**src/rtl/dmem_arbiter.sv**
```systemverilog
// Two-port round-robin arbiter in front of a single data-memory port (CPU = A, loader/debug = B).
// Latency: grant edge N, DMEM strobed in ACCESS, one-cycle ack pulse in RESP; one access per 3 cycles.
// Backpressure: a requester holds req until it sees ack; the loser of a tie waits for the next IDLE.
// Optional range check enabled by defining DMEM_RANGE_CHECK_EN (default build: err outputs tied 0).
module dmem_arbiter #(
  parameter logic [31:0] DM_BASE = 32'h10010000,
  parameter int          ADDR_W  = 11,
  parameter int          DEPTH   = 2048
) (
  input  logic              clk,
  input  logic              reset,
  // port A: CPU core
  input  logic              cpu_req,
  input  logic              cpu_we,
  input  logic [1:0]        cpu_sel,
  input  logic [31:0]       cpu_addr,
  input  logic [31:0]       cpu_wdata,
  output logic              cpu_ack,
  output logic [31:0]       cpu_rdata,
  output logic              cpu_err,
  // port B: external loader / debug master
  input  logic              ext_req,
  input  logic              ext_we,
  input  logic [1:0]        ext_sel,
  input  logic [31:0]       ext_addr,
  input  logic [31:0]       ext_wdata,
  output logic              ext_ack,
  output logic [31:0]       ext_rdata,
  output logic              ext_err,
  // DMEM side
  output logic              dm_w,
  output logic              dm_r,
  output logic [1:0]        dm_sel,
  output logic [ADDR_W-1:0] dm_addr,
  output logic [31:0]       dm_wdata,
  input  logic [31:0]       dm_rdata,
  output logic              busy
);

  typedef enum logic [1:0] {
    IDLE   = 2'd0,
    ACCESS = 2'd1,
    RESP   = 2'd2
  } state_t;

  state_t      state;
  logic        last_ext;  // 1 = EXT was granted most recently
  logic        gnt_ext;   // port owning the in-flight transaction
  logic        we_q;      // in-flight transaction is a write

  logic        pick_ext;
  logic        any_req;
  logic        m_we;
  logic [1:0]  m_sel;
  logic [31:0] m_addr;
  logic [31:0] m_wdata;

  // Byte address to word index; subtraction wraps modulo 2^32, low 2 bits dropped.
  function automatic logic [ADDR_W-1:0] word_idx(input logic [31:0] a);
    return ADDR_W'((a - DM_BASE) >> 2);
  endfunction

`ifdef DMEM_RANGE_CHECK_EN
  logic err_q;

  // Flags addresses below the segment base or beyond the last valid word.
  function automatic logic out_of_range(input logic [31:0] a);
    return (a < DM_BASE) || (((a - DM_BASE) >> 2) >= 32'(DEPTH));
  endfunction
`endif

  // Round-robin choice and mux of the winning port's request fields.
  always_comb begin
    any_req  = cpu_req | ext_req;
    pick_ext = ext_req & (~cpu_req | ~last_ext);
    m_we     = pick_ext ? ext_we    : cpu_we;
    m_sel    = pick_ext ? ext_sel   : cpu_sel;
    m_addr   = pick_ext ? ext_addr  : cpu_addr;
    m_wdata  = pick_ext ? ext_wdata : cpu_wdata;
  end

  // Transaction FSM; every output is a register so reset clears them asynchronously.
  always_ff @(posedge clk or negedge reset) begin
    if (!reset) begin
      state     <= IDLE;
      last_ext  <= 1'b1;
      gnt_ext   <= 1'b0;
      we_q      <= 1'b0;
      cpu_ack   <= 1'b0;
      cpu_rdata <= 32'h0;
      ext_ack   <= 1'b0;
      ext_rdata <= 32'h0;
      dm_w      <= 1'b0;
      dm_r      <= 1'b0;
      dm_sel    <= 2'b00;
      dm_addr   <= '0;
      dm_wdata  <= 32'h0;
      busy      <= 1'b0;
`ifdef DMEM_RANGE_CHECK_EN
      err_q     <= 1'b0;
      cpu_err   <= 1'b0;
      ext_err   <= 1'b0;
`endif
    end else begin
      case (state)
        IDLE: begin
          if (any_req) begin
            // The dm_* registers double as the latched transaction fields.
            gnt_ext  <= pick_ext;
            last_ext <= pick_ext;
            we_q     <= m_we;
            dm_sel   <= m_sel;
            dm_addr  <= word_idx(m_addr);
            dm_wdata <= m_wdata;
            busy     <= 1'b1;
            state    <= ACCESS;
`ifdef DMEM_RANGE_CHECK_EN
            err_q    <= out_of_range(m_addr);
            dm_w     <= m_we  & ~out_of_range(m_addr);
            dm_r     <= ~m_we & ~out_of_range(m_addr);
`else
            dm_w     <= m_we;
            dm_r     <= ~m_we;
`endif
          end
        end
        ACCESS: begin
          dm_w  <= 1'b0;
          dm_r  <= 1'b0;
          state <= RESP;
          // Read data is captured here; writes and flagged accesses return 0.
          if (gnt_ext) begin
            ext_ack <= 1'b1;
`ifdef DMEM_RANGE_CHECK_EN
            ext_rdata <= (we_q | err_q) ? 32'h0 : dm_rdata;
            ext_err   <= err_q;
`else
            ext_rdata <= we_q ? 32'h0 : dm_rdata;
`endif
          end else begin
            cpu_ack <= 1'b1;
`ifdef DMEM_RANGE_CHECK_EN
            cpu_rdata <= (we_q | err_q) ? 32'h0 : dm_rdata;
            cpu_err   <= err_q;
`else
            cpu_rdata <= we_q ? 32'h0 : dm_rdata;
`endif
          end
        end
        RESP: begin
          cpu_ack   <= 1'b0;
          ext_ack   <= 1'b0;
          cpu_rdata <= 32'h0;
          ext_rdata <= 32'h0;
          busy      <= 1'b0;
          state     <= IDLE;
`ifdef DMEM_RANGE_CHECK_EN
          cpu_err   <= 1'b0;
          ext_err   <= 1'b0;
`endif
        end
        default: state <= IDLE;
      endcase
    end
  end

`ifndef DMEM_RANGE_CHECK_EN
  assign cpu_err = 1'b0;
  assign ext_err = 1'b0;
`endif

endmodule

```
**config.mk**
```make
export PLATFORM = sky130hd
export DESIGN_NAME = dmem_arbiter
export DESIGN_NICKNAME = d
export VERILOG_FILES = /design/src/rtl/dmem_arbiter.sv
export SDC_FILE = /design/constraint.sdc
export NUM_CORES = 1
export LEC_CHECK = 0
export CAP_MARGIN = 20
export CORE_MARGIN = 4
export CORE_UTILIZATION = 50
export CTS_CLUSTER_SIZE = 24
export DETAILED_ROUTE_END_ITERATION = 10
export DONT_BUFFER_PORTS = 1
export PLACE_DENSITY_LB_ADDON = 0.05
export SYNTH_ARGS = -nofsm -noshare
export SYNTH_HDL_FRONTEND = slang
export SYNTH_SLANG_ARGS = --single-unit
```
**constraint.sdc**
```tcl
create_clock -name clk -period 1.95 [get_ports clk]
set_input_delay 0.585 -clock clk [delete_from_list [all_inputs] [get_ports clk]]
set_output_delay 0.585 -clock clk [all_outputs]
set_load 0.01 [all_outputs]
```
# ---- After elaboration in Yosys (flattened, before gate mapping)
# Cells that the tools add are included.
# Widths: inputs -> output; s select.
dict set report classes {
  add_sub_neg 1
  eq_ne 5
  mux 21
  n_bitwise 6
  reduce_logical 9
}
# cell n
set op_table {}
lappend op_table {{$mux 32} 4}
lappend op_table {{$pmux 32 s2} 2}
lappend op_table {{$mux 13} 1}
lappend op_table {{$sub 13x1->13 const B} 1}
lappend op_table {{$pmux 1 s2} 5}
lappend op_table {{$reduce_and 2->1} 5}
lappend op_table {{$mux 1} 6}
lappend op_table {{$ne 2x2->1 const B} 3}
lappend op_table {{$reduce_bool 2->1} 3}
lappend op_table {{$mux 2} 2}
lappend op_table {{$pmux 2 s2} 1}
lappend op_table {{$not 1->1} 3}
lappend op_table {{$eq 2x1->1 const B} 1}
lappend op_table {{$eq 2x2->1 const B} 1}
lappend op_table {{$logic_not 2->1} 1}
lappend op_table {{$or 1x1->1} 2}
lappend op_table {{$and 1x1->1} 1}
dict set report totals {
  register_bits 119
  input_bits 170
  out_inout_bits 116
  elab_cells 56
}

# ---- Logic depth before layout (Yosys ltp)
# Gate-level depths: netlist of run 1.
dict set report logic_depth {
  depth_word 7
  mapped_depth 6
  ltp_nobuf 4
}

# ---- Least setup slack after synthesis of run 1
# OpenSTA, ideal clock, no wires.
dict set report synth_path {
  kind {input port to flip-flop}
  from {in ext_req}
  to {reg dm_wdata[4]}
  arrival_time_ps 1614
  t_required_ps 1825
  path_slack_ps 211
  cell_stages 5
  n_path_buf 2
  cell_sequence {a21bo_1 -> buf_6 -> buf_6 -> mux2_4 -> mux2_4}
}
dict set report synth_via {
  elab_chain_cells 2
}
# element line_no
set synth_rtl {}
lappend synth_rtl {{from (decl)} 22} ;# input logic ext_req,
lappend synth_rtl {{$and 1x1->1 or $or 1x1->1 (tied branches)} {75, 74}}
lappend synth_rtl {{$mux 32 or $reduce_and 2->1 (tied branches)} --}
lappend synth_rtl {{to (signal assigned)} 114} ;# dm_wdata <= m_wdata;
lappend synth_rtl {{to (decl)} 35} ;# output logic [31:0] dm_wdata,
# Parallel ways exist; a longest one is shown, timed or not.
# A chain may end at the register's enable or synchronous reset.

# ---- Final worst setup path of run 1
dict set report layout_path {
  from {reg last_ext}
  to {reg dm_addr[8]}
}
dict set report layout_via {
  elab_chain_cells 5
}
# element line_no
set layout_rtl {}
lappend layout_rtl {{from (decl)} 47} ;# logic last_ext;
lappend layout_rtl {{from (signal assigned)} 110} ;# last_ext <= pick_ext;
lappend layout_rtl {{$not 1->1} 75} ;# pick_ext = ext_req & (~cpu_req | ~last_ext);
lappend layout_rtl {{$or 1x1->1} 75}
lappend layout_rtl {{$and 1x1->1} 75}
lappend layout_rtl {{$mux 13} 78} ;# m_addr = pick_ext ? ext_addr : cpu_addr;
lappend layout_rtl {{$sub 13x1->13} 60} ;# return ADDR_W'((a - DM_BASE) >> 2);
lappend layout_rtl {{to (signal assigned)} 113} ;# dm_addr <= word_idx(m_addr);
lappend layout_rtl {{to (decl)} 34} ;# output logic [ADDR_W-1:0] dm_addr,
# Every way passes these cells.

==> flow_metrics.py, run 1 <==
metrics = {
    "run_status": {
        "outcome": "complete, but fails checks",
        "violations": "negative hold slack",
    },
    "synthesis": {
        "synthAdderAreaFrac": 0,
        "synth_compound_area_frac": 0.01511,
        "synthFlopType": "dfrtp_1",
        "synthDistinctLibCells": 27,
        "yosysSeqAreaShare": 0.5371,
        "synth_most_common_cell": "dfrtp_1",
        "synth_top_family_by_area": "multiplexers",
        "synth_edf_count": 0,
        "yosys_warnings": 0,
        "async_reset_ff_frac": 1.000,
        "synthTopCellsByArea": "dfrtp_1 53%, mux2_4 16%, mux2_1 14%",
        "synth-simple-area-share": 0.04963,
        "synth.cells.most_frequent": "118 x dfrtp_1, 70 x mux2_1, 60 x mux2_4, 32 x nor3b_1, 25 x mux2_2",
        "syn-cell-area_um2": 5547,
        "synth_seq_cells": 119,
        "synthCells": 360,
        "synth_top_area_cell": "dfrtp_1",
        "post-synth-top-area-fraction": 0.5324,
        "synth_xor_area_frac": 0,
        "synthMuxAreaShare": 0.3607,
        "avgSynthCellArea_um2": 15.41,
    },
    "route": {
        "via_count": 2871,
        "drt_pass1_iterations": 4,
        "dr.first_iter.drc_count": 124,
        "drt_wl_total_mm": 11.23,
        "drc": 0,
        "wl_per_cell_um": 21.64,
        "viasPerCell": 5.532,
        "postRouteAntennaNets": 0,
    },
    "sta": {
        "worst_hold_slack_ns": -0.2294,
        "fin_tns_setup_ns": 0,
        "period_needed_ns": 1.742,
        "slew_violations": 0,
        "fmax_mhz": 574.2,
        "timing.final.crit_share": 0.8932,
        "fin_worst_skew_ns": 0.006206,
        "setup_viol": 0,
        "hold_viol_final": 119,
        "rsz0062_at_grt": "no",
    },
    "placement": {
        "place_hpwl_mm": 8.118,
        "place_inst": 488,
        "gp_congestion": 0.7544,
        "portBuffers": 0,
    },
    "floorplan": {
        "core_area_um2": 10840,
        "start_util": 0.5117,
        "ios": 286,
        "die-area_um2": 12840,
        "die_w_um": 113.3,
        "rows": 38,
        "die_h_um": 113.3,
    },
    "setup_path": {
        "cp_top_family": "multiplexers",
        "cp-start-kind": "flop",
        "cp_slowest_cell": "dfstp_2",
        "cp.arrival_ns": 2.13,
        "crit_path_cell_trace": "a21bo_2 -> buf_12 -> mux2_2 -> mux2_1",
        "required_ns": 2.34,
        "crit_fanout": 16,
        "path_class": "flop to flop",
        "path_buf_inv": 1,
        "endpoint_kind": "flop",
        "max_stage_delay_ns": 0.54,
    },
    "pwr": {
        "power_density_nw_per_um2": 1811,
        "seqPwrFrac": 0.424,
        "power_leakage_uw": 0.002980,
        "ir_drop_mv": 0.7891,
        "power.share.clock": 0.257,
        "switching_share": 0.3379,
        "p_int_uw": 7555,
        "power_switching_uw": 3856,
        "power_frac_comb": 0.319,
    },
    "global_route": {
        "grt_usage": 0.1809,
        "grt_pass1_wl_mm": 17.78,
        "grt_max_degree": 120,
        "met2_usage": 0.2942,
        "grt_busiest_layer": "met2",
        "grt_pass1_vias": 3273,
        "gr-total-overflow": 0,
        "antenna_found_initial": 0,
        "gr-usage-met3": 0.08717,
        "gr-usage-met1": 0.2051,
    },
    "job": {
        "cap_violations": 0,
    },
    "final_layout": {
        "finalNetCount": 537,
        "drive_above_1_share": 0.3536,
        "multi_input_area_um2": 2377,
        "seq_area_um2": 2979,
        "antenna_cells": 0,
        "fillers": 885,
        "area_growth_pct": 13.62,
        "fin_cells": 519,
    },
    "clock_network": {
        "post_cts_resized": 0,
        "numCtsBuffers": 17,
        "cts.path.max_buffers": 2,
        "clkSlewWorstSetupHoldPaths_ns": 0.06,
        "clockRootBuffer": "clkbuf_8",
        "tritoncts": "built",
        "clock_latency_ns": 0.51,
        "postCtsSetupBuffers": 0,
        "h-tree-depth": 4,
        "clkSinkCount": 119,
    },
    "hold_path": {
        "hp-class": "input port to async pin",
    },
}
==> per-stage QoR <==
step / setup slack (ns) / hold slack, ns / utilization / cell area (um^2) / power (uW)
after floorplan: 0.2109 / 0.2894 / - / 5550 / 7627
after global placement: 0.1173 / 0.2924 / 0.5294 / 5739 / 8523
after detailed placement: 0.09275 / 0.2921 / 0.5294 / 5739 / 8643
after CTS: 0.1933 / -0.2650 / 0.5814 / 6302 / 11630
after global routing: 0.1086 / -0.2707 / 0.5814 / 6302 / 12110
final: 0.2083 / -0.2294 / 0.5814 / 6302 / 11410
==> worst reg2reg max path, stage by stage (launching register included) <==
cell and delay, ns:
dfstp_2 0.54, a21bo_2 0.26, buf_12 0.19, mux2_2 0.35
mux2_1 0.28
==> kinds of logic after synthesis <==
| family | after synthesis |
|---|---|
| AND/OR/NAND/NOR | 38 |
| other | 1 |
| buffers and inverters | 32 |
| AO/OA/AOI/OAI | 12 |
| multiplexers | 158 |
| flip-flops | 119 |
==> final timing paths <==
check / start / to / slack [ns] / cells past startpoint
min in group clk: cpu_req / last_ext$_DFFE_PN1P_ / 0.14 / 1
setup / recovery: last_ext$_DFFE_PN1P_ / dm_addr[8]$_DFFE_PN0P_ / 0.21 / 4
hold / removal: reset / cpu_rdata[3]$_DFFE_PN0P_ / -0.23 / 0
hold reg to reg: we_q$_DFFE_PN0P_ / we_q$_DFFE_PN0P_ / 0.52 / 2
max in group asynchronous: reset / last_ext$_DFFE_PN1P_ / 1.94 / 0
setup reg to reg: last_ext$_DFFE_PN1P_ / dm_addr[8]$_DFFE_PN0P_ / 0.21 / 4
==> per-layer routing <==
metal	vias up	wire length [um]
met4	0	223
met2	147	5670
met1	1422	4210
met3	16	1127
li1	1286	-
met5	-	0
==> flip-flops by register name (all words and copies together) (netlist names), 2 cells and up <==
signal,cells
dm_addr,11
state,2
cpu_rdata,32
dm_wdata,32
ext_rdata,32
dm_sel,2
==> power groups by stage <==
stage / clock [uW] / combinational, uW / sequential [uW]
3_5_place_dp: 0 / 3730 / 4910
2_1_floorplan: 0 / 3070 / 4560
3_3_place_gp: 0 / 3620 / 4900
4_1_cts: 3020 / 3730 / 4890
5_1_grt: 3130 / 4000 / 4990
6_report: 2930 / 3640 / 4840
==> layout by cell type (no fill, tap or decap), types with 2 or more instances in the layout <==
master      synthesis  routed
inv_1               5       5
mux2_2             25      25
conb_1              1       2
bufinv_16           0       2
nor3b_1            32      32
nor2b_2             1       2
mux2_1             70      70
clkbuf_16           0      16
nor2_1              2       2
mux2_4             60      60
o21ai_0             4       4
buf_4              10       6
mux2i_1             3       3
clkbuf_1            4       2
clkbuf_8            0       4
clkinvlp_4          0       2
dfrtp_1           118     118
buf_12              0       7
clkinv_2            0       5
==> final cells by class <==
| class | instances | area share |
|---|---|---|
| well taps | 140 | 0.02779 |
| inverters | 6 | 0.003574 |
| clock inverters | 9 | 0.01588 |
| flip-flops and latches | 119 | 0.4727 |
| clock buffers | 22 | 0.07346 |
| multi-input cells | 210 | 0.3772 |
| repair buffers | 13 | 0.02938 |
Power figures use the tool's default switching activity.
==> run 2: changes to the inputs <==
- clock period: 1.95 -> 2.2 ns (I/O delays scaled with it)
==> flow_metrics.py, run 2 (synthesis results as in run 1) <==
metrics = {
    "floorplan": {
        "start_util": 0.5117,
        "core_area_um2": 10840,
        "ios": 286,
        "rows": 38,
        "die-area_um2": 12840,
        "die_w_um": 113.3,
        "die_h_um": 113.3,
    },
    "final_layout": {
        "area_growth_pct": 12.84,
        "final_cell_mix": "118 x dfrtp_1, 70 x mux2_1, 60 x mux2_4",
        "antenna_cells": 0,
        "finalNetCount": 536,
        "reg.largest.list": "cpu_rdata (32), dm_wdata (32), ext_rdata (32)",
        "final_util": 0.5773,
        "drive_above_1_share": 0.3483,
        "fillers": 913,
        "mostFrequentLayoutCell": "dfrtp_1",
    },
    "sta": {
        "fin_worst_skew_ns": 0.009096,
        "hold_viol_final": 118,
        "period_needed_ns": 1.780,
        "timing.final.crit_share": 0.8089,
        "setup_viol": 0,
        "fin_tns_setup_ns": 0,
        "rsz0062_at_grt": "no",
        "worst_hold_slack_ns": -0.1412,
        "fmax_mhz": 561.9,
        "slew_violations": 0,
    },
    "placement": {
        "portBuffers": 0,
        "place_hpwl_mm": 8.144,
        "gp_congestion": 0.7435,
    },
    "setup_path": {
        "r2r-start": "last_ext$_DFFE_PN1P_",
        "cp_slowest_cell": "dfstp_2",
        "cp-start-kind": "flop",
        "required_ns": 2.57,
        "rr_endpoint": "dm_addr[7]$_DFFE_PN0P_",
        "path_class": "flop to flop",
        "crit_path_end": "dm_addr[7]$_DFFE_PN0P_",
        "r2r_cells": 4,
        "crit_path_cell_trace": "a21bo_2 -> buf_4 -> mux2_2 -> mux2_1",
        "crit_fanout": 16,
        "path_buf_inv": 1,
        "cp_top_family": "multiplexers",
        "startpoint": "last_ext$_DFFE_PN1P_",
        "endpoint_kind": "flop",
        "max_stage_delay_ns": 0.54,
        "r2r_slack_ns": 0.42,
        "cp.arrival_ns": 2.15,
        "cp.depth": 4,
    },
    "route": {
        "drt_pass1_iterations": 4,
        "wl_met1_mm": 4.313,
        "topRoutingLayerUsed": "met4",
        "via_count": 2899,
        "dr.first_iter.drc_count": 202,
        "route.met3.wl_mm": 1.181,
        "drc": 0,
        "wl_met2_mm": 5.700,
        "drt_wl_total_mm": 11.35,
        "wl_per_cell_um": 21.86,
        "viasPerCell": 5.586,
        "postRouteAntennaNets": 0,
    },
    "clock_network": {
        "h-tree-depth": 4,
        "clkSlewWorstSetupHoldPaths_ns": 0.05,
        "tritoncts": "built",
        "cts.path.max_buffers": 2,
        "clock_latency_ns": 0.50,
        "post_cts_resized": 0,
        "numCtsBuffers": 17,
        "clockRootBuffer": "clkbuf_8",
        "clkSinkCount": 119,
        "postCtsSetupBuffers": 0,
    },
    "hold_path": {
        "hp-class": "input port to async pin",
    },
    "global_route": {
        "antenna_found_initial": 0,
        "grt_usage": 0.1785,
        "grt_pass1_wl_mm": 17.71,
        "grt_max_degree": 120,
        "grt_pass1_vias": 3163,
        "gr-total-overflow": 0,
    },
    "pwr": {
        "ir_drop_mv": 0.5931,
        "power_density_nw_per_um2": 1608,
        "power_leakage_uw": 0.002954,
    },
    "job": {
        "cap_violations": 0,
    },
    "run_status": {
        "violations": "negative hold slack",
        "outcome": "complete, but fails checks",
    },
}
run 2: cell types whose count changed in the layout (fill, tap and decap cells not counted), sizes merged:
cell / before / now
clkbuf: 22 / 25
clkinv: 5 / 2
buf: 13 / 12
clkinvlp: 2 / 3
run 2: area by class of cell:
| class | instances | area (um^2) | share of cell area |
|---|---|---|---|
| Sequential cell | 119 | 2979 | 0.4760 |
| Multi-Input combinational cell | 210 | 2377 | 0.3798 |
| Clock buffer | 25 | 484.2 | 0.07737 |
| Tap cell | 140 | 175.2 | 0.02799 |
| Timing Repair Buffer | 12 | 127.6 | 0.02039 |
| Clock inverter | 7 | 92.59 | 0.01479 |
| Inverter | 6 | 22.52 | 0.003599 |
run 2: through the flow:
step | area [um^2] | cells | worst slack (ns) | total power, uW | hold slack, ns
3_5_place_dp | 5682 | 487 | 0.2252 | 7565 | 0.3676
2_1_floorplan | 5550 | 361 | 0.3859 | 6760 | 0.3644
3_3_place_gp | 5682 | 487 | 0.2466 | 7442 | 0.3674
6_report | 6259 | 519 | 0.4203 | 10060 | -0.1412
5_1_grt | 6259 | 519 | 0.3215 | 10670 | -0.1834
4_1_cts | 6259 | 519 | 0.4004 | 10240 | -0.1699
run 2: worst min path at each step:
stage,from,end,slack (ns),cells past startpoint
floorplan,reset,busy$_DFFE_PN0P_,0.36,0
global placement,reset,ext_rdata[6]$_DFFE_PN0P_,0.37,0
detailed placement,reset,cpu_rdata[6]$_DFFE_PN0P_,0.37,0
CTS,reset,ext_rdata[16]$_DFFE_PN0P_,-0.17,0
global route,reset,cpu_rdata[6]$_DFFE_PN0P_,-0.18,0
finish,reset,cpu_rdata[6]$_DFFE_PN0P_,-0.14,0
run 2: power breakdown:
group / internal [uW] / switching [uW] / leakage (uW)
clock: 1730 / 903 / 0.000274
sequential: 3150 / 1140 / 0.00148
combinational: 1770 / 1370 / 0.00120
total: 6650 / 3410 / 0.00295
run 2: worst register-to-register path, delay by kind of cell, from the launching register on:
family / cells / cell delay (ns)
mux: 2 / 0.66
compound gates: 1 / 0.20
flops: 1 / 0.54
buf+inv: 1 / 0.26
run 2: layer usage:
layer,vias to the layer above,GRT usage
met1,1451,0.2107
met5,-,0
li1,1293,-
met2,144,0.2879
met3,11,0.08556
met4,0,0.05849
==> run 3: changes to the inputs <==
- clock period: 2.2 -> 1.45 ns (I/O delays scaled with it)
==> flow_metrics.py, run 3 (synthesis results as in run 1) <==
metrics = {
    "run_status": {
        "outcome": "complete, but fails checks",
        "violations": "negative hold slack, negative setup slack",
    },
    "route": {
        "drc": 0,
        "via_count": 3153,
        "drt_wl_total_mm": 13.40,
        "wl_per_cell_um": 24.28,
        "viasPerCell": 5.712,
        "postRouteAntennaNets": 0,
        "drt_pass1_iterations": 4,
        "dr.first_iter.drc_count": 178,
    },
    "sta": {
        "rsz0062_at_grt": "yes",
        "setup_viol": 112,
        "timing.final.crit_share": 1.163,
        "fin_worst_skew_ns": 0.009803,
        "period_needed_ns": 1.687,
        "slew_violations": 0,
        "setup_slack_ns": -0.2367,
        "worst_hold_slack_ns": -0.3727,
        "fmax_mhz": 592.9,
        "hold_viol_final": 119,
    },
    "final_layout": {
        "mostFrequentLayoutCell": "mux2_4",
        "fin_cells": 552,
        "fillers": 754,
        "final_util": 0.6662,
        "area_growth_pct": 30.21,
        "fin_area_um2": 7222,
        "final_cell_mix": "153 x mux2_4, 116 x dfrtp_1, 32 x nor3b_1",
        "drive_above_1_share": 0.5825,
        "antenna_cells": 0,
        "finalNetCount": 570,
        "reg.largest.list": "cpu_rdata (32), dm_wdata (32), ext_rdata (32)",
    },
    "global_route": {
        "grt_usage": 0.2026,
        "grt_pass1_wl_mm": 20.09,
        "grt_pass1_vias": 3414,
        "gr-total-overflow": 0,
        "antenna_found_initial": 0,
        "grt_max_degree": 120,
    },
    "setup_path": {
        "cp-start-kind": "flop",
        "required_ns": 1.83,
        "cp.arrival_ns": 2.07,
        "endpoint_kind": "flop",
        "crit_fanout": 9,
        "path_class": "flop to flop",
    },
    "hold_path": {
        "hp-class": "input port to async pin",
    },
    "clock_network": {
        "clock_latency_ns": 0.50,
        "h-tree-depth": 4,
        "clkSlewWorstSetupHoldPaths_ns": 0.05,
        "cts-hold-fix-buffers": 1,
        "clockRootBuffer": "clkbuf_8",
        "clkSinkCount": 119,
        "numCtsBuffers": 17,
        "tritoncts": "built",
        "cts.path.max_buffers": 2,
    },
    "pwr": {
        "p_int_uw": 12840,
        "ir_drop_mv": 1.270,
        "switching_share": 0.3234,
        "power.share.clock": 0.225,
        "power_switching_uw": 6136,
        "power_density_nw_per_um2": 2627,
        "power_frac_comb": 0.427,
        "power_leakage_uw": 0.003531,
        "seqPwrFrac": 0.349,
    },
    "placement": {
        "portBuffers": 0,
        "place_hpwl_mm": 8.587,
        "dpl_cell_area_um2": 6067,
        "gp_congestion": 0.7606,
        "place_inst": 499,
    },
    "floorplan": {
        "die_w_um": 113.3,
        "start_util": 0.5117,
        "die_h_um": 113.3,
        "die-area_um2": 12840,
        "ios": 286,
        "core_area_um2": 10840,
        "rows": 38,
    },
    "job": {
        "cap_violations": 0,
    },
}
[run 3: cell count changes in the layout (fill, tap and decap cells not counted), moves of 4 or more]
cell	before	now
buf_4	9	16
mux2_1	70	0
buf_8	0	4
buf_12	3	12
buf_6	0	6
buf_16	0	4
mux2_2	25	2
mux2_4	60	153
[run 3: final timing paths]
| check | startpoint | end | slack (ns) | cells past startpoint |
|---|---|---|---|---|
| max | last_ext$_DFFE_PN1P_ | dm_wdata[12]$_DFFE_PN0P_ | -0.24 | 5 |
| min | reset | ext_rdata[5]$_DFFE_PN0P_ | -0.37 | 0 |
| max reg2reg | last_ext$_DFFE_PN1P_ | dm_wdata[12]$_DFFE_PN0P_ | -0.24 | 5 |
| min reg2reg | cpu_rdata[7]$_DFFE_PN0P_ | cpu_rdata[7]$_DFFE_PN0P_ | 0.58 | 1 |
| max in group asynchronous | reset | last_ext$_DFFE_PN1P_ | 1.53 | 0 |
| min in group clk | ext_req | last_ext$_DFFE_PN1P_ | 0.10 | 2 |
[run 3: metrics by stage]
step	power [uW]	TNS (ns)	hold slack [ns]	worst slack, ns
CTS	18780	-12.74	-0.3988	-0.2190
global route	19860	-17.45	-0.4036	-0.2586
floorplan	11590	-9.179	0.1394	-0.1558
finish	18970	-13.71	-0.3727	-0.2367
global placement	13030	-13.11	0.1420	-0.2416
detailed placement	13190	-16.30	0.1420	-0.2695
[run 3: power by group through the flow]
stage	clock [uW]	sequential [uW]	combinational, uW
floorplan	0	6160	5430
global placement	0	6640	6400
detailed placement	0	6650	6550
CTS	4320	6640	7810
global route	4500	6810	8550
finish	4260	6620	8090
[run 3: final cells by class]
class / count / area (um^2) / area share
clock inverter: 10 / 152.6 / 0.02114
sequential: 119 / 2982 / 0.4129
timing repair buffer: 46 / 683.2 / 0.09459
multi-input combinational: 210 / 2765 / 0.3829
inverter: 6 / 25.02 / 0.003465
tap: 140 / 175.2 / 0.02426
clock buffer: 21 / 439.2 / 0.06081
[run 3: worst max-delay path: stages (launching register included)]
cell,delay (ns)
dfstp_2,0.54
a21bo_4,0.16
buf_12,0.13
clkbuf_16,0.17
mux2_4,0.31
mux2_4,0.26
[run 3: per-layer routing]
metal  part of all wire  routed length, um  global-route usage  up-vias
li1                   -                  -                   -     1358
met1               0.41               5530              0.2577     1637
met2               0.48               6468              0.3116      151
met3              0.098               1318             0.09733        7
met4             0.0061                 82             0.05369        0
met5                  0                  0                   0        -
[run 3: timing repair]
action,in CTS,in global routing
gates cloned,5,3
setup endpoints to repair,111,111
hold endpoints to repair,120,119
resized for setup,26,44
setup buffers,8,9
pin swaps,1,4
